File: config.mk
export PLATFORM = sky130hd
export DESIGN_NAME = cache_dest_enable_unit
export DESIGN_NICKNAME = d
export VERILOG_FILES = /design/src/rtl/cache_dest_enable_unit_pkg.sv /design/src/rtl/cache_dest_enable_unit_axis_range_hit.sv /design/src/rtl/cache_dest_enable_unit.sv
export SDC_FILE = /design/constraint.sdc
export NUM_CORES = 1
export LEC_CHECK = 0
export BUFFER_PORTS_ARGS = -buffer_cell sky130_fd_sc_hd__buf_2
export CORE_AREA = 2 2 71 73
export CTS_CLUSTER_DIAMETER = 120
export DETAILED_ROUTE_END_ITERATION = 7
export DIE_AREA = 0 0 73 75
export PLACE_DENSITY = 0.66
export SETUP_SLACK_MARGIN = 0.15
export SLEW_MARGIN = 40
export SYNTH_ARGS = -nofsm -noshare
export SYNTH_HDL_FRONTEND = slang
export SYNTH_SLANG_ARGS = --single-unit
File: constraint.sdc
create_clock -name clk -period 3.15 [get_ports clk]
set_input_delay 0.315 -clock clk [delete_from_list [all_inputs] [get_ports clk]]
set_output_delay 0.315 -clock clk [all_outputs]
set_load 0.03 [all_outputs]
File: src/rtl/cache_dest_enable_unit_pkg.sv
// Shared constants for the reference-block cache destination-enable logic:
// luma/chroma cache-block geometry and the default address/dimension widths.
package cache_dest_enable_unit_pkg;

  // Cache-block size in pixels. Chroma blocks are half the luma size, so one
  // grid index covers the same picture area in both components.
  localparam int C_L_H_SIZE   = 8;
  localparam int C_L_V_SIZE   = 8;
  localparam int C_L_H_SIZE_C = 4;
  localparam int C_L_V_SIZE_C = 4;

  localparam int C_SHIFT_L_H = $clog2(C_L_H_SIZE);
  localparam int C_SHIFT_L_V = $clog2(C_L_V_SIZE);
  localparam int C_SHIFT_C_H = $clog2(C_L_H_SIZE_C);
  localparam int C_SHIFT_C_V = $clog2(C_L_V_SIZE_C);

  localparam int C_NOW_X_WDTH    = 9;
  localparam int C_NOW_Y_WDTH    = 9;
  localparam int C_START_X_WDTH  = 11;
  localparam int C_START_Y_WDTH  = 11;
  localparam int C_XXMA_DIM_WDTH = 7;
  localparam int C_XXMA_DIM_HIGT = 7;

  function automatic int max_int(input int a, input int b);
    return (a > b) ? a : b;
  endfunction

endpackage

File: src/rtl/cache_dest_enable_unit_axis_range_hit.sv
// One-axis overlap test: does cache-block index addr_i fall inside the span of
// blocks touched by pixels [start_i, start_i + dim_i - 1]?
module axis_range_hit
  import cache_dest_enable_unit_pkg::*;
#(
  parameter int ADDR_WDTH  = C_NOW_X_WDTH,
  parameter int START_WDTH = C_START_X_WDTH,
  parameter int DIM_WDTH   = C_XXMA_DIM_WDTH,
  parameter int SHIFT      = C_SHIFT_L_H
) (
  input  logic [ADDR_WDTH-1:0]  addr_i,
  input  logic [START_WDTH-1:0] start_i,
  input  logic [DIM_WDTH-1:0]   dim_i,
  output logic                  hit_o
);

  // One extra bit keeps start + dim - 1 from wrapping at the top of the range.
  localparam int SUM_WDTH = max_int(START_WDTH, DIM_WDTH) + 1;
  localparam int CMP_WDTH = max_int(ADDR_WDTH, SUM_WDTH);

  logic [SUM_WDTH-1:0] start_ext;
  logic [SUM_WDTH-1:0] dim_ext;
  logic [SUM_WDTH-1:0] end_pix;
  logic [SUM_WDTH-1:0] first_idx;
  logic [SUM_WDTH-1:0] last_idx;
  logic [CMP_WDTH-1:0] addr_cmp;
  logic [CMP_WDTH-1:0] first_cmp;
  logic [CMP_WDTH-1:0] last_cmp;
  logic                dim_nz;

  assign start_ext = SUM_WDTH'(start_i);
  assign dim_ext   = SUM_WDTH'(dim_i);
  // end_pix underflows when dim is zero and start is zero; dim_nz masks that.
  assign end_pix   = start_ext + dim_ext - SUM_WDTH'(1);

  assign first_idx = start_ext >> SHIFT;
  assign last_idx  = end_pix >> SHIFT;

  assign addr_cmp  = CMP_WDTH'(addr_i);
  assign first_cmp = CMP_WDTH'(first_idx);
  assign last_cmp  = CMP_WDTH'(last_idx);

  assign dim_nz = (dim_i != '0);
  assign hit_o  = dim_nz && (addr_cmp >= first_cmp) && (addr_cmp <= last_cmp);

endmodule

File: src/rtl/cache_dest_enable_unit.sv
// Flags whether cache block (x_addr, y_addr) intersects the destination
// reference block; combinational result plus a one-cycle registered copy.
module cache_dest_enable_unit
  import cache_dest_enable_unit_pkg::*;
#(
  parameter int NOW_X_WDTH    = C_NOW_X_WDTH,
  parameter int NOW_Y_WDTH    = C_NOW_Y_WDTH,
  parameter int START_X_WDTH  = C_START_X_WDTH,
  parameter int START_Y_WDTH  = C_START_Y_WDTH,
  parameter int XXMA_DIM_WDTH = C_XXMA_DIM_WDTH,
  parameter int XXMA_DIM_HIGT = C_XXMA_DIM_HIGT,
  parameter int SHIFT_H       = C_SHIFT_L_H,
  parameter int SHIFT_V       = C_SHIFT_L_V
) (
  input  logic                     clk,
  input  logic                     reset,
  input  logic [NOW_X_WDTH-1:0]    x_addr,
  input  logic [NOW_Y_WDTH-1:0]    y_addr,
  input  logic [START_X_WDTH-1:0]  start_x,
  input  logic [START_Y_WDTH-1:0]  start_y,
  input  logic [XXMA_DIM_WDTH-1:0] blk_width,
  input  logic [XXMA_DIM_HIGT-1:0] blk_height,
  output logic                     dest_enable,
  output logic                     dest_enable_r
);

  logic x_hit;
  logic y_hit;
  logic dest_enable_d;
  logic dest_enable_q;

  axis_range_hit #(
    .ADDR_WDTH  (NOW_X_WDTH),
    .START_WDTH (START_X_WDTH),
    .DIM_WDTH   (XXMA_DIM_WDTH),
    .SHIFT      (SHIFT_H)
  ) u_x_hit (
    .addr_i  (x_addr),
    .start_i (start_x),
    .dim_i   (blk_width),
    .hit_o   (x_hit)
  );

  axis_range_hit #(
    .ADDR_WDTH  (NOW_Y_WDTH),
    .START_WDTH (START_Y_WDTH),
    .DIM_WDTH   (XXMA_DIM_HIGT),
    .SHIFT      (SHIFT_V)
  ) u_y_hit (
    .addr_i  (y_addr),
    .start_i (start_y),
    .dim_i   (blk_height),
    .hit_o   (y_hit)
  );

  // Stays live through reset: the counters sample it in the same cycle.
  assign dest_enable_d = x_hit & y_hit;
  assign dest_enable   = dest_enable_d;

  always_ff @(posedge clk) begin
    if (reset) begin
      dest_enable_q <= 1'b0;
    end else begin
      dest_enable_q <= dest_enable_d;
    end
  end

  assign dest_enable_r = dest_enable_q;

endmodule

* Word level (Yosys, flattened, before mapping) *
Index checks and enable logic that the tools add are counted.

operators by class
  bitwise operators = 1
  add/subtract/negate cells = 4
  magnitude comparators = 4
  reduce and logical (&&, ||, !) cells = 6

operator list
  kind                                                 count
  adder 11 x 7 -> 12 bit                               2
  subtractor 12 x 1 -> 12 bit (second input constant)  2
  >= comparator 9 x 8 -> 1 bit                         2
  less-or-equal comparator 9 bit                       2
  nonzero test 7 bit                                   2
  logical AND 1 bit                                    4
  AND 1 bit                                            1

storage, ports and cells
  output and inout bits = 2
  input bits = 56
  bits in registers = 1
  word-level logic and storage cells = 16

* Logic depth before layout (Yosys ltp) *
Gate-level depths: netlist (run 1).

  depth after elaboration = 5
  mapped depth = 17
  mapped depth without buffers = 17

* Cells and area by module *
A second synthesis (run 1) with hierarchy kept.

second synthesis, totals
  cell total of the unflattened synthesis = 261
  area total of the unflattened synthesis = 1965.6 µm²

modules (own cells, without submodules)
  module                     times used  sequential area each (µm²)  cells an instance  area each (µm²)
  axis_range_hit at u_y_hit  1           0.0                         134                984.7
  axis_range_hit at u_x_hit  1           0.0                         124                945.9
  cache_dest_enable_unit     1           20.0                        3                  35.0

* Least setup slack after synthesis (run 1) *
Ideal clock, no wire load.

  path kind = input -> output
  from = input port start_x[3]
  to = output port dest_enable
  path slack = -367 ps
  data required time = 2835 ps
  buffers on the path = 0
  stages = 17
  arrival = 3202 ps
  cell sequence = inv_1 -> ha_1 -> inv_1 -> ha_1 -> nor3_1 -> nor2_1 -> a31oi_1 -> o31ai_2 -> a21oi_2 -> xnor2_1 -> ha_1 -> nand4_1 -> nor3_1 -> nor2_1 -> o211ai_1 -> a221o_1 -> nor3_2

between the ends
  word-level cells in the longest chain between the ends = 5
  elaborated cells on any way between the ends = 7
  classes of those cells = add/sub (2); order compare (2); bitwise (1); reduce/logical (2)

RTL lines
  what                            RTL line                                     text
  start, declared                 cache_dest_enable_unit.sv:19                 input logic [START_X_WDTH-1:0] start_x,
  adder 11 x 7 -> 12 bit          cache_dest_enable_unit_axis_range_hit.sv:34  assign end_pix = start_ext + dim_ext - SUM_WDTH'(1);
  subtractor 12 x 1 -> 12 bit     cache_dest_enable_unit_axis_range_hit.sv:34
  less-or-equal comparator 9 bit  cache_dest_enable_unit_axis_range_hit.sv:44  assign hit_o = dim_nz && (addr_cmp >= first_cmp) && (addr_cmp <= last_cmp);
  logical AND 1 bit (*)           cache_dest_enable_unit_axis_range_hit.sv:44
  AND 1 bit (*)                   cache_dest_enable_unit.sv:57                 assign dest_enable_d = x_hit & y_hit;
  end, declared                   cache_dest_enable_unit.sv:23                 output logic dest_enable,

Mark *: on every way between the ends. The rest lies on a longest branch, timed or not.

* Final worst setup path (run 1) *
  from = input port blk_height[6]
  to = output port dest_enable

between the ends
  word-level cells in the longest chain between the ends = 5
  elaborated cells on any way between the ends = 7
  classes of those cells = add/sub (2); order compare (1); bitwise (1); reduce/logical (3)

RTL lines
  what                            RTL line                                     text
  start, declared                 cache_dest_enable_unit.sv:22                 input logic [XXMA_DIM_HIGT-1:0] blk_height,
  adder 11 x 7 -> 12 bit          cache_dest_enable_unit_axis_range_hit.sv:34
  subtractor 12 x 1 -> 12 bit     cache_dest_enable_unit_axis_range_hit.sv:34
  less-or-equal comparator 9 bit  cache_dest_enable_unit_axis_range_hit.sv:44
  logical AND 1 bit (*)           cache_dest_enable_unit_axis_range_hit.sv:44
  AND 1 bit (*)                   cache_dest_enable_unit.sv:57

Marked as above.

==> results.yml, run 1 <==
run_status:
  status: "finished, violations left"
  violations: "setup timing"
cells_and_area:
  fin_util: 0.668
  largest_reg_flops: 1
  final_common_cell: "buf_4"
  mostFrequentLayoutCells: "buf_4, ha_1, buf_2, inv_1, ha_4"
  multi_input_area_um2: 2000
  finalInstanceArea_um2: 3110
  final_cell_count_no_fill: 413
  nets: 481
  num-fill-cells: 381
  area_growth_pct: 69.8
  regArea_um2: 20.0
  insertedDiodeCount: 0
  drive_gt1_frac: 0.501
floorplan:
  pin_count: 58
  initial_utilization: 0.393
  die_y_um: 75
  dieArea_um2: 5480
  die_w_um: 73
  coreArea_um2: 4660
  row_count: 25
worst_setup_path:
  critPathMaxStageDelay_ns: 0.42
  required_ns: 2.83
  path_class: "input port to output port"
  endpoint_kind: "output port"
  cp-start-kind: "input port"
  crit_path_max_fanout: 4
  startpoint: "blk_height[6]"
  worstPathArrival_ns: 3.22
  path_cells: "buf_2 -> inv_1 -> ha_4 -> inv_2 -> ha_4 -> and3_4 -> nand3_4 -> a31oi_4 -> a31oi_2 -> xnor2_1 -> ha_1 -> nand4_1 -> nor2_1 -> nand4_1 -> a221o_1 -> nor3_4 -> buf_6"
  crit_slowest_cell: "a221o_1"
route:
  drtIter0Drc: 56
  vias: 2040
  drc: 0
  postRouteAntennaNets: 0
  wire_per_inst_um: 12.5
  wl_um: 5150
  viasPerCell: 4.94
  dr.pass1.iters: 4
logic_synthesis:
  synthArstFlopShare: 0
  synth-edff-count: 0
  synth.yosys.seq_area_share: 0.0109
  syn-instance-count: 250
  yosysWarnings: 0
  syn_nets: 370
  synth_flop_cell: "dfxtp_1"
  ys_types: 36
  syn_area_um2: 1830
  synth_seq_cells: 1
  avgSynthCellArea_um2: 7.33
grt:
  grt_max_degree: 6
  grt_overflow: 0
  grt_pass1_wl_um: 8250
  antenna_found_initial: 0
  grt_usage: 0.187
  grt_pass1_vias: 2014
cts:
  holdBufCountCts: 0
  path_clk_slew_ns: 0
sta:
  post-route-min-period_ns: 3.53
  min_period_over_period: 1.12
  max_slew_margin: 0.661
  setup_viol: 2
  setup_ws_ns: -0.382
  rsz0062_at_grt: "true"
  maxClockFrequency_ghz: 0.283
  tightestPinTransition_ns: 0.502
  finalHoldViolations: 0
  slew_violations: 0
place:
  portBuffers: 57
  dp_cells: 404
  post-dp-hpwl_um: 4010
  place_congestion: 0.795
  dpl-instance-area_um2: 2700
flow_run:
  drv_cap: 0
pwr:
  powerDensity_nw_per_um2: 249
  power_leakage_nw: 1.61
  ir_drop_v: 0.000110
worst_hold_path:
  hold_path.class: "input port to flip-flop"
  min-delay-start: "reset"
## cells by family (layout without fill, tap and decap cells)
kind of cell | after synthesis | in the layout | share of synthesized area
adder cells (fa/ha/maj) | 64 | 64 | 0.437
buffers and inverters | 62 | 171 | 0.127
AND/OR/NAND/NOR | 59 | 59 | 0.165
AO/OA/AOI/OAI | 47 | 47 | 0.179
XOR/XNOR | 17 | 17 | 0.0812
flip-flops | 1 | 1 | 0.0109
## where the power goes
group	switching, mW	internal [mW]	total, mW
Clock	0	0	0
Sequential	0.000226	0.0143	0.0145
Combinational	0.352	0.408	0.760
## through the flow
stage | worst slack, ns | hold slack, ns | TNS (ns) | total power, mW
after floorplan | -0.168 | 0.386 | -0.168 | 0.408
after global placement | -0.539 | 0.488 | -0.738 | 0.616
after detailed placement | -0.606 | 0.486 | -0.879 | 0.628
after CTS | -0.313 | 0.487 | -0.378 | 0.741
after global routing | -0.537 | 0.498 | -0.981 | 0.858
final | -0.382 | 0.484 | -0.632 | 0.774
## layout make-up
class	count	area share
flip-flops and latches	1	0.00643
inverters	62	0.0852
repair buffers	109	0.245
well taps	54	0.0217
multi-input cells	187	0.641
## timing repair
item / 4_1_cts / 5_1_grt
resized for setup: 67 / 8
pin swaps: 43 / 6
setup endpoints to repair: 2 / 2
setup buffers: 8 / 1
gates cloned: 0 / 0
## final timing paths
kind  depth (start not counted)  slack, ns            end
max                          17      -0.38    dest_enable
min                           2       0.48  dest_enable_r
## layer usage
metal / track usage / up-vias / share of wire
met1: 0.230 / 920 / 0.42
li1: - / 1078 / -
met2: 0.361 / 36 / 0.54
met4: 0.0391 / 0 / 0.012
met3: 0.00535 / 6 / 0.027
met5: 0 / - / 0
## worst max-delay path: cells and delay by family
family	cells	cell delay [ns]
XOR/XNOR	1	0.16
AO/OA/AOI/OAI	3	0.81
adder cells (fa/ha/maj)	3	0.83
buffers and inverters	4	0.34
AND/OR/NAND/NOR	6	0.77
## cells in the mapped netlist, types with 2 or more instances
cell type,instances,area [um2]
a21o_1,9,67.6
a21oi_1,9,45.0
a21oi_2,2,17.5
a31oi_1,4,25.0
and3_1,2,12.5
ha_1,64,801
inv_1,62,233
nand2_1,6,22.5
nand2b_1,5,31.3
nand3_1,6,30.0
nand4_1,5,31.3
nor2_1,19,71.3
nor2b_1,5,31.3
nor3_1,6,30.0
nor4_1,2,12.5
o21a_1,2,15.0
o21ai_0,6,30.0
o21ai_1,2,10.0
o21ba_2,2,20.0
xnor2_1,8,70.1
xor2_1,9,78.8
Note: power is estimated with default switching activity, not from simulation.
==> run 2, diff against run 1 <==
--- a/config.mk
+++ b/config.mk
@@ -5,13 +5,15 @@
 export SDC_FILE = /design/constraint.sdc
 export NUM_CORES = 1
 export LEC_CHECK = 0
+export ABC_AREA = 1
 export BUFFER_PORTS_ARGS = -buffer_cell sky130_fd_sc_hd__buf_2
-export CORE_AREA = 2 2 71 73
+export CORE_AREA = 2 2 70 72
 export CTS_CLUSTER_DIAMETER = 120
 export DETAILED_ROUTE_END_ITERATION = 7
-export DIE_AREA = 0 0 73 75
-export PLACE_DENSITY = 0.66
+export DIE_AREA = 0 0 72 74
+export PLACE_DENSITY = 0.78
 export SETUP_SLACK_MARGIN = 0.15
+export SKIP_CTS_REPAIR_TIMING = 1
 export SLEW_MARGIN = 40
 export SYNTH_ARGS = -nofsm -noshare
 export SYNTH_HDL_FRONTEND = slang
==> results.yml, run 2 <==
pwr:
  powerDensity_nw_per_um2: 249
  p_switching_uw: 431
  power_frac_seq: 0.018
  p_comb_frac: 0.982
  ir_drop_v: 0.000133
  pwr-share-clk: 0
  switching_share: 0.533
  power_leakage_nw: 1.85
  p_int_uw: 377
logic_synthesis:
  synthSimpleGateAreaFrac: 0.324
  syn_nets: 485
  synth_fa_ha_area_frac: 0.357
  avgSynthCellArea_um2: 6.14
  syn-instance-count: 365
  syn_area_um2: 2240
  synth.yosys.seq_area_share: 0.00893
  synth-edff-count: 0
  synth-compound-area-share: 0.108
  yosysTopAreaCellShare: 0.357
  yosysWarnings: 0
  synthMuxAreaShare: 0
  synthArstFlopShare: 0
  synth.top_cells.by_area: "ha_1, inv_1, nand2_1, a21oi_1, nor2_1"
  synth_flop_cell: "dfxtp_1"
  synth_top_family_by_area: "adder cells"
  synth_common_cells: "inv_1, nand2_1, ha_1, a21oi_1, nor2_1"
  synth_seq_cells: 1
  ys_types: 29
  synth.most_common_cell: "inv_1"
  synth_xor_area_frac: 0.0469
  synth_top_area_cell: "ha_1"
worst_setup_path:
  startpoint: "blk_width[4]"
  path_class: "input port to output port"
  worstPathArrival_ns: 2.82
  required_ns: 2.83
  crit_path_max_fanout: 3
  endpoint_kind: "output port"
  cp-start-kind: "input port"
sta:
  timing.setup.tns_ns: 0
  maxClockFrequency_ghz: 0.319
  slew_violations: 0
  setup_ws_ns: 0.0142
  post-route-min-period_ns: 3.14
  setup_viol: 0
  finalHoldViolations: 0
  tightestPinTransition_ns: 0.332
  whs_ns: 0.478
  max_slew_margin: 0.779
  min_period_over_period: 0.995
  rsz0062_at_grt: "true"
place:
  post-dp-hpwl_um: 4890
  dp_cells: 503
  portBuffers: 57
  place_congestion: 0.937
  pre_cts_slack_ns: -0.201
cells_and_area:
  largest_reg_flops: 1
  final_cell_count_no_fill: 506
  mostFrequentLayoutCells: "inv_1, nand2_1, buf_2, ha_1, buf_4"
  area_growth_pct: 44.9
  nets: 574
  drive_gt1_frac: 0.425
  fin_util: 0.706
  num-fill-cells: 337
  final_common_cell: "inv_1"
  insertedDiodeCount: 0
route:
  viasPerCell: 5.07
  dr.pass1.iters: 4
  drtIter0Drc: 85
  vias: 2564
  wire_per_inst_um: 12.5
  drc: 0
  wl_um: 6330
  postRouteAntennaNets: 0
floorplan:
  die_w_um: 72
  pin_count: 58
  die_y_um: 74
  dieArea_um2: 5330
  row_count: 25
  coreArea_um2: 4600
  initial_utilization: 0.488
grt:
  grt_overflow: 0
  grt_pass1_vias: 2324
  grt_max_degree: 5
  grt_pass1_wl_um: 8740
  antenna_found_initial: 0
  grt_usage: 0.196
flow_run:
  drv_cap: 0
worst_hold_path:
  min-delay-start: "reset"
  hold_path.class: "input port to flip-flop"
cts:
  path_clk_slew_ns: 0
run_status:
  status: "finished, final reports clean"
==> run 2: power groups by stage <==
stage,Combinational (mW),Sequential (mW),Clock (mW)
final,0.793,0.0146,0
after global routing,0.882,0.0147,0
after CTS,0.620,0.0146,0
after detailed placement,0.617,0.0146,0
after global placement,0.591,0.0147,0
after floorplan,0.414,0.0179,0
==> run 2: cell families after synthesis <==
logic type      after synthesis
compound gates               41
xor+xnor                     12
fa+ha+maj                    64
buf+inv                      93
flops                         1
simple gates                154
==> run 2: final timing paths <==
kind                       endpoint  slack, ns  cells past startpoint
worst max-delay path    dest_enable       0.01                     22
worst min-delay path  dest_enable_r       0.48                      2
==> run 2: area by class of cell <==
| type | count | area (um2) | share of cell area |
|---|---|---|---|
| Inverter | 93 | 354 | 0.109 |
| Multi-Input combinational cell | 271 | 2270 | 0.700 |
| Sequential cell | 1 | 20.0 | 0.00616 |
| Tap cell | 54 | 67.6 | 0.0208 |
| Timing Repair Buffer | 87 | 533 | 0.164 |
==> run 2: through the flow <==
step	power, mW	instance area [um2]
after floorplan	0.432	2240
after global placement	0.606	2800
after detailed placement	0.632	2800
after CTS	0.635	2800
after global routing	0.897	3250
final	0.808	3250
==> run 2: layer usage <==
layer | GRT usage | vias to the layer above | wire length (um) | share of wire
li1 | - | 1319 | - | -
met1 | 0.229 | 1154 | 2560 | 0.40
met2 | 0.397 | 72 | 3320 | 0.52
met3 | 0.0108 | 19 | 267 | 0.042
met4 | 0.0335 | 0 | 183 | 0.029
met5 | 0 | - | 0 | 0
==> run 2: worst max-delay path, cell delays in order <==
cell      delay [ns]
buf_2           0.09
inv_1           0.06
ha_4            0.26
inv_2           0.04
ha_4            0.24
inv_2           0.07
o21bai_2        0.09
a21boi_2        0.18
nand2_2         0.10
buf_4           0.14
xnor2_1         0.11
ha_1            0.29
nand2_1         0.12
nor2_2          0.06
nand3b_1        0.08
nand2_1         0.05
nor2_1          0.09
nor2_1          0.06
nor2_2          0.14
nand2_2         0.07
inv_2           0.05
buf_6           0.12
